===== config.mk =====
export PLATFORM = sky130hd
export DESIGN_NAME = uart_event_framer_flat
export DESIGN_NICKNAME = d
export VERILOG_FILES = /design/src/rtl/uart_event_framer_if.sv /design/src/rtl/uart_event_framer.sv /design/src/flat_wrapper.sv
export SDC_FILE = /design/constraint.sdc
export NUM_CORES = 1
export LEC_CHECK = 0
export ABC_AREA = 1
export CORE_UTILIZATION = 24
export CTS_CLUSTER_SIZE = 10
export DETAILED_ROUTE_END_ITERATION = 7
export SYNTH_ARGS = -nofsm -noshare
export SYNTH_HDL_FRONTEND = slang
export SYNTH_SLANG_ARGS = --single-unit

===== constraint.sdc =====
create_clock -name clk -period 3.9 [get_ports clk]
set_input_delay 1.17 -clock clk [delete_from_list [all_inputs] [get_ports clk]]
set_output_delay 1.17 -clock clk [all_outputs]
set_load 0.005 [all_outputs]

===== src/rtl/uart_event_framer_if.sv =====
// uart_event_framer_if
//   Groups the byte-input, event-output, pulse and statistics signals of
//   uart_event_framer into one bundle.
//   Optional macro: UART_EVENT_FRAMER_TIMESTAMP_EN adds TS_BITS and ev_ts.
// Modports:
//   master : the surrounding system (drives rx_*, ev_ready, clr_stats)
//   slave  : the framer (drives ev_*, ping, frame_timeout, counters, level)
interface uart_event_framer_if #(
  parameter int unsigned X_BITS     = 7,
  parameter int unsigned Y_BITS     = 7,
  parameter int unsigned FIFO_DEPTH = 16,
  parameter int unsigned CNT_BITS   = 16
`ifdef UART_EVENT_FRAMER_TIMESTAMP_EN
  , parameter int unsigned TS_BITS  = 16
`endif
);
  logic [7:0]                    rx_data;
  logic                          rx_valid;
  logic                          ev_valid;
  logic                          ev_ready;
  logic [X_BITS-1:0]             ev_x;
  logic [Y_BITS-1:0]             ev_y;
  logic                          ev_pol;
`ifdef UART_EVENT_FRAMER_TIMESTAMP_EN
  logic [TS_BITS-1:0]            ev_ts;
`endif
  logic                          ping;
  logic                          frame_timeout;
  logic                          clr_stats;
  logic [CNT_BITS-1:0]           cksum_err_cnt;
  logic [CNT_BITS-1:0]           drop_cnt;
  logic [$clog2(FIFO_DEPTH):0]   fifo_level;

  modport master (
    output rx_data, rx_valid, ev_ready, clr_stats,
    input  ev_valid, ev_x, ev_y, ev_pol,
`ifdef UART_EVENT_FRAMER_TIMESTAMP_EN
    input  ev_ts,
`endif
    input  ping, frame_timeout, cksum_err_cnt, drop_cnt, fifo_level
  );

  modport slave (
    input  rx_data, rx_valid, ev_ready, clr_stats,
    output ev_valid, ev_x, ev_y, ev_pol,
`ifdef UART_EVENT_FRAMER_TIMESTAMP_EN
    output ev_ts,
`endif
    output ping, frame_timeout, cksum_err_cnt, drop_cnt, fifo_level
  );
endinterface


===== src/rtl/uart_event_framer.sv =====
// uart_event_framer
//   Frames a uart_rx byte stream into 4-byte checksummed event packets
//   (x, y, flags, x^y^flags), resynchronises on an inter-byte timeout,
//   recognises a ping byte at packet start, and queues events in a
//   show-ahead FIFO with a valid/ready output. Keeps saturating counters
//   of checksum errors and FIFO-full drops.
//   Optional macro: UART_EVENT_FRAMER_TIMESTAMP_EN adds a free-running
//   timestamp captured on the checksum byte and carried with each event.
// Ports:
//   clk    : system clock
//   rst_n  : synchronous active-low reset
//   io_bus : uart_event_framer_if.slave (rx byte in, event out, pulses, stats)
module uart_event_framer #(
  parameter int unsigned X_BITS         = 7,
  parameter int unsigned Y_BITS         = 7,
  parameter int unsigned FIFO_DEPTH     = 16,
  parameter int unsigned TIMEOUT_CYCLES = 2048,
  parameter logic [7:0]  PING_BYTE      = 8'hFF,
  parameter int unsigned CNT_BITS       = 16
`ifdef UART_EVENT_FRAMER_TIMESTAMP_EN
  , parameter int unsigned TS_BITS      = 16
`endif
) (
  input logic                clk,
  input logic                rst_n,
  uart_event_framer_if.slave io_bus
);
  localparam int unsigned AW = $clog2(FIFO_DEPTH);
  localparam int unsigned TW = $clog2(TIMEOUT_CYCLES + 1);
`ifdef UART_EVENT_FRAMER_TIMESTAMP_EN
  localparam int unsigned EW = TS_BITS + 1 + Y_BITS + X_BITS;
`else
  localparam int unsigned EW = 1 + Y_BITS + X_BITS;
`endif

  localparam logic [1:0] StB0 = 2'd0;
  localparam logic [1:0] StB1 = 2'd1;
  localparam logic [1:0] StB2 = 2'd2;
  localparam logic [1:0] StB3 = 2'd3;

  localparam logic [CNT_BITS-1:0] CntMax = '1;

  logic [1:0]          r_state;
  logic [1:0]          w_next_state;
  logic [7:0]          r_b0;
  logic [7:0]          r_b1;
  logic [7:0]          r_b2;
  logic [TW-1:0]       r_tmo_cnt;
  logic                r_ping;
  logic [CNT_BITS-1:0] r_cksum_cnt;
  logic [CNT_BITS-1:0] r_drop_cnt;
  logic [EW-1:0]       r_mem [FIFO_DEPTH];
  logic [AW-1:0]       r_wr_ptr;
  logic [AW-1:0]       r_rd_ptr;
  logic [AW:0]         r_level;
`ifdef UART_EVENT_FRAMER_TIMESTAMP_EN
  logic [TS_BITS-1:0]  r_ts;
`endif

  logic          w_tmo;
  logic          w_at_b0;
  logic          w_is_ping;
  logic          w_b3;
  logic          w_ck_ok;
  logic          w_push;
  logic          w_cksum_err;
  logic          w_pop;
  logic          w_full;
  logic          w_accept;
  logic          w_drop;
  logic [EW-1:0] w_entry;
  logic [EW-1:0] w_head;

  // Partial packet abandoned once the idle count reaches the limit.
  assign w_tmo     = (r_state != StB0) && (r_tmo_cnt == TW'(TIMEOUT_CYCLES));
  // A byte arriving in the timeout cycle starts a fresh packet.
  assign w_at_b0   = (r_state == StB0) || w_tmo;
  assign w_is_ping = io_bus.rx_data == PING_BYTE;
  assign w_b3      = io_bus.rx_valid && !w_at_b0 && (r_state == StB3);
  assign w_ck_ok   = (r_b0 ^ r_b1 ^ r_b2) == io_bus.rx_data;
  assign w_push      = w_b3 && w_ck_ok;
  assign w_cksum_err = w_b3 && !w_ck_ok;

  assign w_pop    = (r_level != '0) && io_bus.ev_ready;
  assign w_full   = r_level == (AW + 1)'(FIFO_DEPTH);
  // A same-cycle pop frees the slot the push needs.
  assign w_accept = w_push && (!w_full || w_pop);
  assign w_drop   = w_push && w_full && !w_pop;

`ifdef UART_EVENT_FRAMER_TIMESTAMP_EN
  assign w_entry = {r_ts, r_b2[0], r_b1[Y_BITS-1:0], r_b0[X_BITS-1:0]};
`else
  assign w_entry = {r_b2[0], r_b1[Y_BITS-1:0], r_b0[X_BITS-1:0]};
`endif

  always_comb begin
    w_next_state = w_tmo ? StB0 : r_state;
    if (io_bus.rx_valid) begin
      if (w_at_b0) begin
        w_next_state = w_is_ping ? StB0 : StB1;
      end else begin
        unique case (r_state)
          StB1:    w_next_state = StB2;
          StB2:    w_next_state = StB3;
          default: w_next_state = StB0;
        endcase
      end
    end
  end

  always_ff @(posedge clk) begin
    if (!rst_n) begin
      r_state     <= StB0;
      r_b0        <= '0;
      r_b1        <= '0;
      r_b2        <= '0;
      r_tmo_cnt   <= '0;
      r_ping      <= 1'b0;
      r_cksum_cnt <= '0;
      r_drop_cnt  <= '0;
      r_wr_ptr    <= '0;
      r_rd_ptr    <= '0;
      r_level     <= '0;
    end else begin
      r_state <= w_next_state;
      r_ping  <= io_bus.rx_valid && w_at_b0 && w_is_ping;

      if (io_bus.rx_valid || w_at_b0) begin
        r_tmo_cnt <= '0;
      end else begin
        r_tmo_cnt <= r_tmo_cnt + TW'(1);
      end

      if (io_bus.rx_valid) begin
        if (w_at_b0) begin
          if (!w_is_ping) r_b0 <= io_bus.rx_data;
        end else if (r_state == StB1) begin
          r_b1 <= io_bus.rx_data;
        end else if (r_state == StB2) begin
          r_b2 <= io_bus.rx_data;
        end
      end

      if (w_accept) r_wr_ptr <= r_wr_ptr + AW'(1);
      if (w_pop)    r_rd_ptr <= r_rd_ptr + AW'(1);
      if (w_accept && !w_pop) begin
        r_level <= r_level + (AW + 1)'(1);
      end else if (!w_accept && w_pop) begin
        r_level <= r_level - (AW + 1)'(1);
      end

      // Clear takes priority over a same-cycle increment.
      if (io_bus.clr_stats) begin
        r_cksum_cnt <= '0;
        r_drop_cnt  <= '0;
      end else begin
        if (w_cksum_err && (r_cksum_cnt != CntMax)) r_cksum_cnt <= r_cksum_cnt + CNT_BITS'(1);
        if (w_drop && (r_drop_cnt != CntMax))       r_drop_cnt  <= r_drop_cnt + CNT_BITS'(1);
      end
    end
  end

`ifdef UART_EVENT_FRAMER_TIMESTAMP_EN
  always_ff @(posedge clk) begin
    if (!rst_n) r_ts <= '0;
    else        r_ts <= r_ts + TS_BITS'(1);
  end
`endif

  // Storage needs no reset: entries are only visible while r_level covers them.
  always_ff @(posedge clk) begin
    if (rst_n && w_accept) r_mem[r_wr_ptr] <= w_entry;
  end

  assign w_head = r_mem[r_rd_ptr];

  assign io_bus.ev_valid      = r_level != '0;
  assign io_bus.ev_x          = io_bus.ev_valid ? w_head[X_BITS-1:0] : '0;
  assign io_bus.ev_y          = io_bus.ev_valid ? w_head[X_BITS +: Y_BITS] : '0;
  assign io_bus.ev_pol        = io_bus.ev_valid && w_head[X_BITS+Y_BITS];
`ifdef UART_EVENT_FRAMER_TIMESTAMP_EN
  assign io_bus.ev_ts         = io_bus.ev_valid ? w_head[EW-1 -: TS_BITS] : '0;
`endif
  assign io_bus.ping          = r_ping;
  assign io_bus.frame_timeout = w_tmo;
  assign io_bus.cksum_err_cnt = r_cksum_cnt;
  assign io_bus.drop_cnt      = r_drop_cnt;
  assign io_bus.fifo_level    = r_level;
endmodule


===== src/flat_wrapper.sv =====
// flat-port wrapper written by rule: the top's interface ports become plain ports
module uart_event_framer_flat 
#(
  parameter int unsigned X_BITS         = 7,
  parameter int unsigned Y_BITS         = 7,
  parameter int unsigned FIFO_DEPTH     = 16,
  parameter int unsigned TIMEOUT_CYCLES = 2048,
  parameter logic [7:0]  PING_BYTE      = 8'hFF,
  parameter int unsigned CNT_BITS       = 16

)
  (clk, rst_n, io_bus_rx_data, io_bus_rx_valid, io_bus_ev_ready, io_bus_clr_stats, io_bus_ev_valid, io_bus_ev_x, io_bus_ev_y, io_bus_ev_pol, io_bus_ping, io_bus_frame_timeout, io_bus_cksum_err_cnt, io_bus_drop_cnt, io_bus_fifo_level);
  uart_event_framer_if #(.X_BITS(X_BITS), .Y_BITS(Y_BITS), .FIFO_DEPTH(FIFO_DEPTH), .CNT_BITS(CNT_BITS)) io_bus_i ();
  input logic clk;
  input logic rst_n;
  input wire logic [$bits(io_bus_i.rx_data)-1:0] io_bus_rx_data;
  input wire logic [$bits(io_bus_i.rx_valid)-1:0] io_bus_rx_valid;
  input wire logic [$bits(io_bus_i.ev_ready)-1:0] io_bus_ev_ready;
  input wire logic [$bits(io_bus_i.clr_stats)-1:0] io_bus_clr_stats;
  output wire logic [$bits(io_bus_i.ev_valid)-1:0] io_bus_ev_valid;
  output wire logic [$bits(io_bus_i.ev_x)-1:0] io_bus_ev_x;
  output wire logic [$bits(io_bus_i.ev_y)-1:0] io_bus_ev_y;
  output wire logic [$bits(io_bus_i.ev_pol)-1:0] io_bus_ev_pol;
  output wire logic [$bits(io_bus_i.ping)-1:0] io_bus_ping;
  output wire logic [$bits(io_bus_i.frame_timeout)-1:0] io_bus_frame_timeout;
  output wire logic [$bits(io_bus_i.cksum_err_cnt)-1:0] io_bus_cksum_err_cnt;
  output wire logic [$bits(io_bus_i.drop_cnt)-1:0] io_bus_drop_cnt;
  output wire logic [$bits(io_bus_i.fifo_level)-1:0] io_bus_fifo_level;
  assign io_bus_i.rx_data = io_bus_rx_data;
  assign io_bus_i.rx_valid = io_bus_rx_valid;
  assign io_bus_i.ev_ready = io_bus_ev_ready;
  assign io_bus_i.clr_stats = io_bus_clr_stats;
  assign io_bus_ev_valid = io_bus_i.ev_valid;
  assign io_bus_ev_x = io_bus_i.ev_x;
  assign io_bus_ev_y = io_bus_i.ev_y;
  assign io_bus_ev_pol = io_bus_i.ev_pol;
  assign io_bus_ping = io_bus_i.ping;
  assign io_bus_frame_timeout = io_bus_i.frame_timeout;
  assign io_bus_cksum_err_cnt = io_bus_i.cksum_err_cnt;
  assign io_bus_drop_cnt = io_bus_i.drop_cnt;
  assign io_bus_fifo_level = io_bus_i.fifo_level;
  uart_event_framer #(.X_BITS(X_BITS), .Y_BITS(Y_BITS), .FIFO_DEPTH(FIFO_DEPTH), .TIMEOUT_CYCLES(TIMEOUT_CYCLES), .PING_BYTE(PING_BYTE), .CNT_BITS(CNT_BITS)) u_core (.clk(clk), .rst_n(rst_n), .io_bus(io_bus_i));
endmodule

==> Implementation_results.wiki <==
{| class="wikitable"
! Metric !! Value
|-
| Cell area after placement || 16,200 µm²
|-
| CP bufs+invs || 3
|-
| Drt pass-1 iters || 5
|-
| Distinct cells, synth || 39
|-
| Post-synth design cell area || 14,100 µm²
|-
| Peak fanout along the critical path || 21
|-
| Final TNS setup || 0 ns
|-
| Via count of the first global-routing pass || 10,200
|-
| Met2 track utilization from global routing || 0.213
|-
| Post-route cell area || 17,500 µm²
|-
| Critical Setup Path Class || reg2out
|-
| Top_reg_cell synth || sky130_fd_sc_hd__edfxtp_1
|-
| Synthesized instance count || 1,359
|-
| Inserted Clock Buffers || 39
|-
| Count of boundary I/O pins || 68
|-
| Kind of path behind the tightest hold check || reg2reg
|-
| Clock root buffer master || sky130_fd_sc_hd__clkbuf_16
|-
| Initial cell density of the core || 0.243
|-
| Synth-to-layout area growth || 24.6%
|-
| Cells after DPL || 2,199
|-
| Final weighted congestion in routability-driven placement || 0.870
|-
| Slew @ Worst Pin || 0.740 ns
|-
| Clock-pin slew of the registers on the worst-case setup and hold paths || 0.05 ns
|-
| Skew-Pair Late Insertion Delay || 0.56 ns
|-
| Number of antenna violations at the first check in global routing || 0
|-
| Overall global routing resource usage || 0.126
|-
| Antenna fix cells || 0
|-
| Iteration-0 DRC count of the detailed router || 774
|-
| Largest net degree at the start of global routing || 48
|-
| Maxcap violations || 0
|-
| Layout Utilization || 0.303
|-
| Part of the Yosys area used for sequential elements || 0.638
|-
| Vertical extent of the die || 244 µm
|-
| Core area || 57,800 µm²
|-
| Global-route wire length before repair || 58,900 µm
|-
| Port buffer count || 67
|-
| Number of rows in the core area || 88
|-
| Leakage || 0.00597 µW
|-
| Via total after detailed routing || 10,400
|-
| Maximum count of clock buffers along a single path || 3
|-
| Number of buffers inserted by hold repair at cts || 0
|-
| Highest Clock Rate || 258 MHz
|-
| Total congestion overflow after global routing || 0
|-
| Max Slew Vio Count || 0
|-
| Total Routed Length || 37,500 µm
|-
| Die X || 244 µm
|-
| Synthesis Warnings || 0
|-
| Global-route met3 utilization || 0.0238
|-
| Final worst clock skew || 0.0177 ns
|-
| Layer carrying the most global-route usage || met2
|-
| DRC errors left || 0
|-
| Ys async rst share || 0
|-
| Number of standard cells in the layout, taps in and fillers out || 2,266
|-
| Worst setup SP type || flop
|-
| ANT nets after route || 0
|-
| Avg Cell Area, Syn || 10.3 µm²
|-
| Fin nets || 1,512
|-
| Critical path data arrival time || 2.70 ns
|-
| Ordered list of cells on the worst path || clkinvlp_4 > buf_12 > o21ai_0 > o221ai_1 > nand3_1 > a21oi_2 > clkdlybuf4s50_1
|-
| Setup-failing EPs final || 0
|-
| HPWL after detailed placement || 23,800 µm
|-
| Unrepaired setup endpoints after global routing || yes
|-
| Run status || finished clean
|-
| Post-layout minimum cycle time || 3.87 ns
|-
| Crit end category || output pin
|-
| Clock tree from TritonCTS || built
|-
| Global routing usage on met1 || 0.163
|-
| EDFF count, synth || 240
|-
| Slew Limit Headroom || 0.506
|-
| CTS H-tree lvls || 2
|-
| Number of hold-slack violations in the final timing report || 0
|-
| Yosys reg bits || 328
|-
| Critical-path top delay cell || sky130_fd_sc_hd__clkdlybuf4s50_1
|-
| Final clock period utilization by the worst path || 0.993
|-
| Worst vdd ir || 300 µV
|-
| Cell family with the largest share of critical-path delay || buffers and inverters
|-
| Number of nets produced by synthesis || 1,390
|-
| Pwr/cell area || 551 nW/µm²
|-
| Largest incremental delay on the critical path || 0.55 ns
|-
| Post-detailed-route wirelength per cell || 16.5 µm
|-
| Layout cells sized above 1 || 0.110
|-
| Sink Count || 328
|-
| Data required, critical path || 2.73 ns
|-
| Via/cell ratio || 4.58
|-
| DIE AREA || 59,600 µm²
|}
power breakdown:
part           internal (µW)  switching (µW)  leakage [µW]  total [µW]
combinational            977            1440       0.00250        2410
clock                   1970            1410      0.000561        3380
sequential              3790            81.0       0.00290        3870
total                   6740            2930       0.00597        9660
registers in the layout, summed over array words and instances, names as in the netlist, 5 cells and up, named ones only:
signal                       flops
u_core.r_b1                      8
u_core.r_b2                      8
u_core.io_bus.drop_cnt          16
u_core.r_mem                   240
u_core.io_bus.fifo_level         5
u_core.r_tmo_cnt                12
u_core.r_b0                      8
u_core.io_bus.cksum_err_cnt     16
worst reg2reg max path, delay by kind of cell (launching register included):
family	cells	cell delay, ns
compound gates	3	0.45
xor+xnor	1	0.16
fa+ha+maj	2	0.58
flops	1	0.79
simple gates	9	0.98
buf+inv	1	0.09
final timing paths:
kind                                                startpoint                                        to  slack, ns  cells after the start
worst max-delay path                                      flop                            io_bus_ev_x[3]       0.03                      7
worst max register to register     u_core.r_b1[5]$_SDFFE_PN0P_  u_core.io_bus.fifo_level[4]$_SDFFE_PN0P_       0.77                     16
worst min-delay path            u_core.r_tmo_cnt[0]$_SDFF_PP0_            u_core.r_tmo_cnt[0]$_SDFF_PP0_       0.46                      1
worst min register to register  u_core.r_tmo_cnt[0]$_SDFF_PP0_            u_core.r_tmo_cnt[0]$_SDFF_PP0_       0.46                      1
synth_stat cells (all sizes together), types with 20 or more instances:
| master | n | area (µm²) |
|---|---|---|
| a21oi | 78 | 390 |
| clkbuf | 56 | 210 |
| dfxtp | 88 | 1760 |
| edfxtp | 240 | 7210 |
| inv | 98 | 368 |
| nand2 | 157 | 604 |
| nand3 | 65 | 343 |
| nand4 | 21 | 131 |
| nor2 | 235 | 940 |
| o21ai | 163 | 816 |
| o221ai | 40 | 350 |
| o22ai | 20 | 125 |
| xor2 | 25 | 219 |
stage by stage:
| step | total power, µW | setup WS [ns] | hold slack, ns |
|---|---|---|---|
| finish | 9660 | 0.0269 | 0.464 |
| global route | 10100 | -0.0547 | 0.487 |
| CTS | 9740 | -0.00724 | 0.466 |
| detailed placement | 6200 | -0.111 | 0.454 |
| global placement | 6160 | 0.00817 | 0.444 |
| floorplan | 5140 | 0.512 | 0.430 |
layer usage:
layer  routed length, µm  up-vias
li1                    -     5018
met1               16600     5027
met2               18000      291
met3                2300       41
met4                 612        0
met5                   0        -
layout make-up:
class / count / area [µm²]
tap: 765 / 957
sequential: 328 / 8970
multi-input combinational: 868 / 4520
timing repair buffer: 144 / 1520
inverter: 100 / 382
clock inverter: 4 / 110
clock buffer: 57 / 1060
fill: 5855 / 40300
kinds of logic after synthesis:
group / Yosys count / share of synthesized area
adders and majority gates: 18 / 0.0165
and+or+nand+nor: 509 / 0.156
AOI/OAI and AO/OA: 307 / 0.124
buffers and inverters: 163 / 0.0445
xor gates and xnor gates: 34 / 0.0212
DFF: 328 / 0.638
timing repair:
action | CTS | global route
gates resized for setup | 18 | 10
pin swaps | 3 | 1
setup buffers | 3 | 0
cloned | 2 | 1
endpoints found under the setup margin | 15 | 11
cell usage in the layout, fill, tap and decap left out, types with 3 or more instances in the layout:
master,netlist,routed
sky130_fd_sc_hd__nor3_1,19,19
sky130_fd_sc_hd__nand2_1,151,151
sky130_fd_sc_hd__nor2_4,7,7
sky130_fd_sc_hd__nand3b_1,3,3
sky130_fd_sc_hd__o221ai_1,40,40
sky130_fd_sc_hd__dlygate4sd2_1,0,4
sky130_fd_sc_hd__ha_1,17,17
sky130_fd_sc_hd__nand3_1,63,63
sky130_fd_sc_hd__xnor2_1,9,9
sky130_fd_sc_hd__nor2_1,226,225
sky130_fd_sc_hd__inv_1,93,91
sky130_fd_sc_hd__dfxtp_1,88,86
sky130_fd_sc_hd__buf_4,3,56
sky130_fd_sc_hd__nor4_1,3,3
sky130_fd_sc_hd__buf_12,0,15
sky130_fd_sc_hd__inv_2,5,5
sky130_fd_sc_hd__o22ai_1,20,18
sky130_fd_sc_hd__o21ai_0,163,159
sky130_fd_sc_hd__a21oi_2,0,9
sky130_fd_sc_hd__xor2_1,25,25
sky130_fd_sc_hd__clkbuf_16,0,40
sky130_fd_sc_hd__edfxtp_1,240,240
sky130_fd_sc_hd__nor2_2,2,3
sky130_fd_sc_hd__nand2_2,6,6
sky130_fd_sc_hd__a21oi_1,78,69
sky130_fd_sc_hd__nand4_1,21,21
sky130_fd_sc_hd__clkdlybuf4s50_1,0,61
sky130_fd_sc_hd__clkbuf_1,56,16
sky130_fd_sc_hd__o21ai_1,0,3
Power figures use the tool's default switching activity.
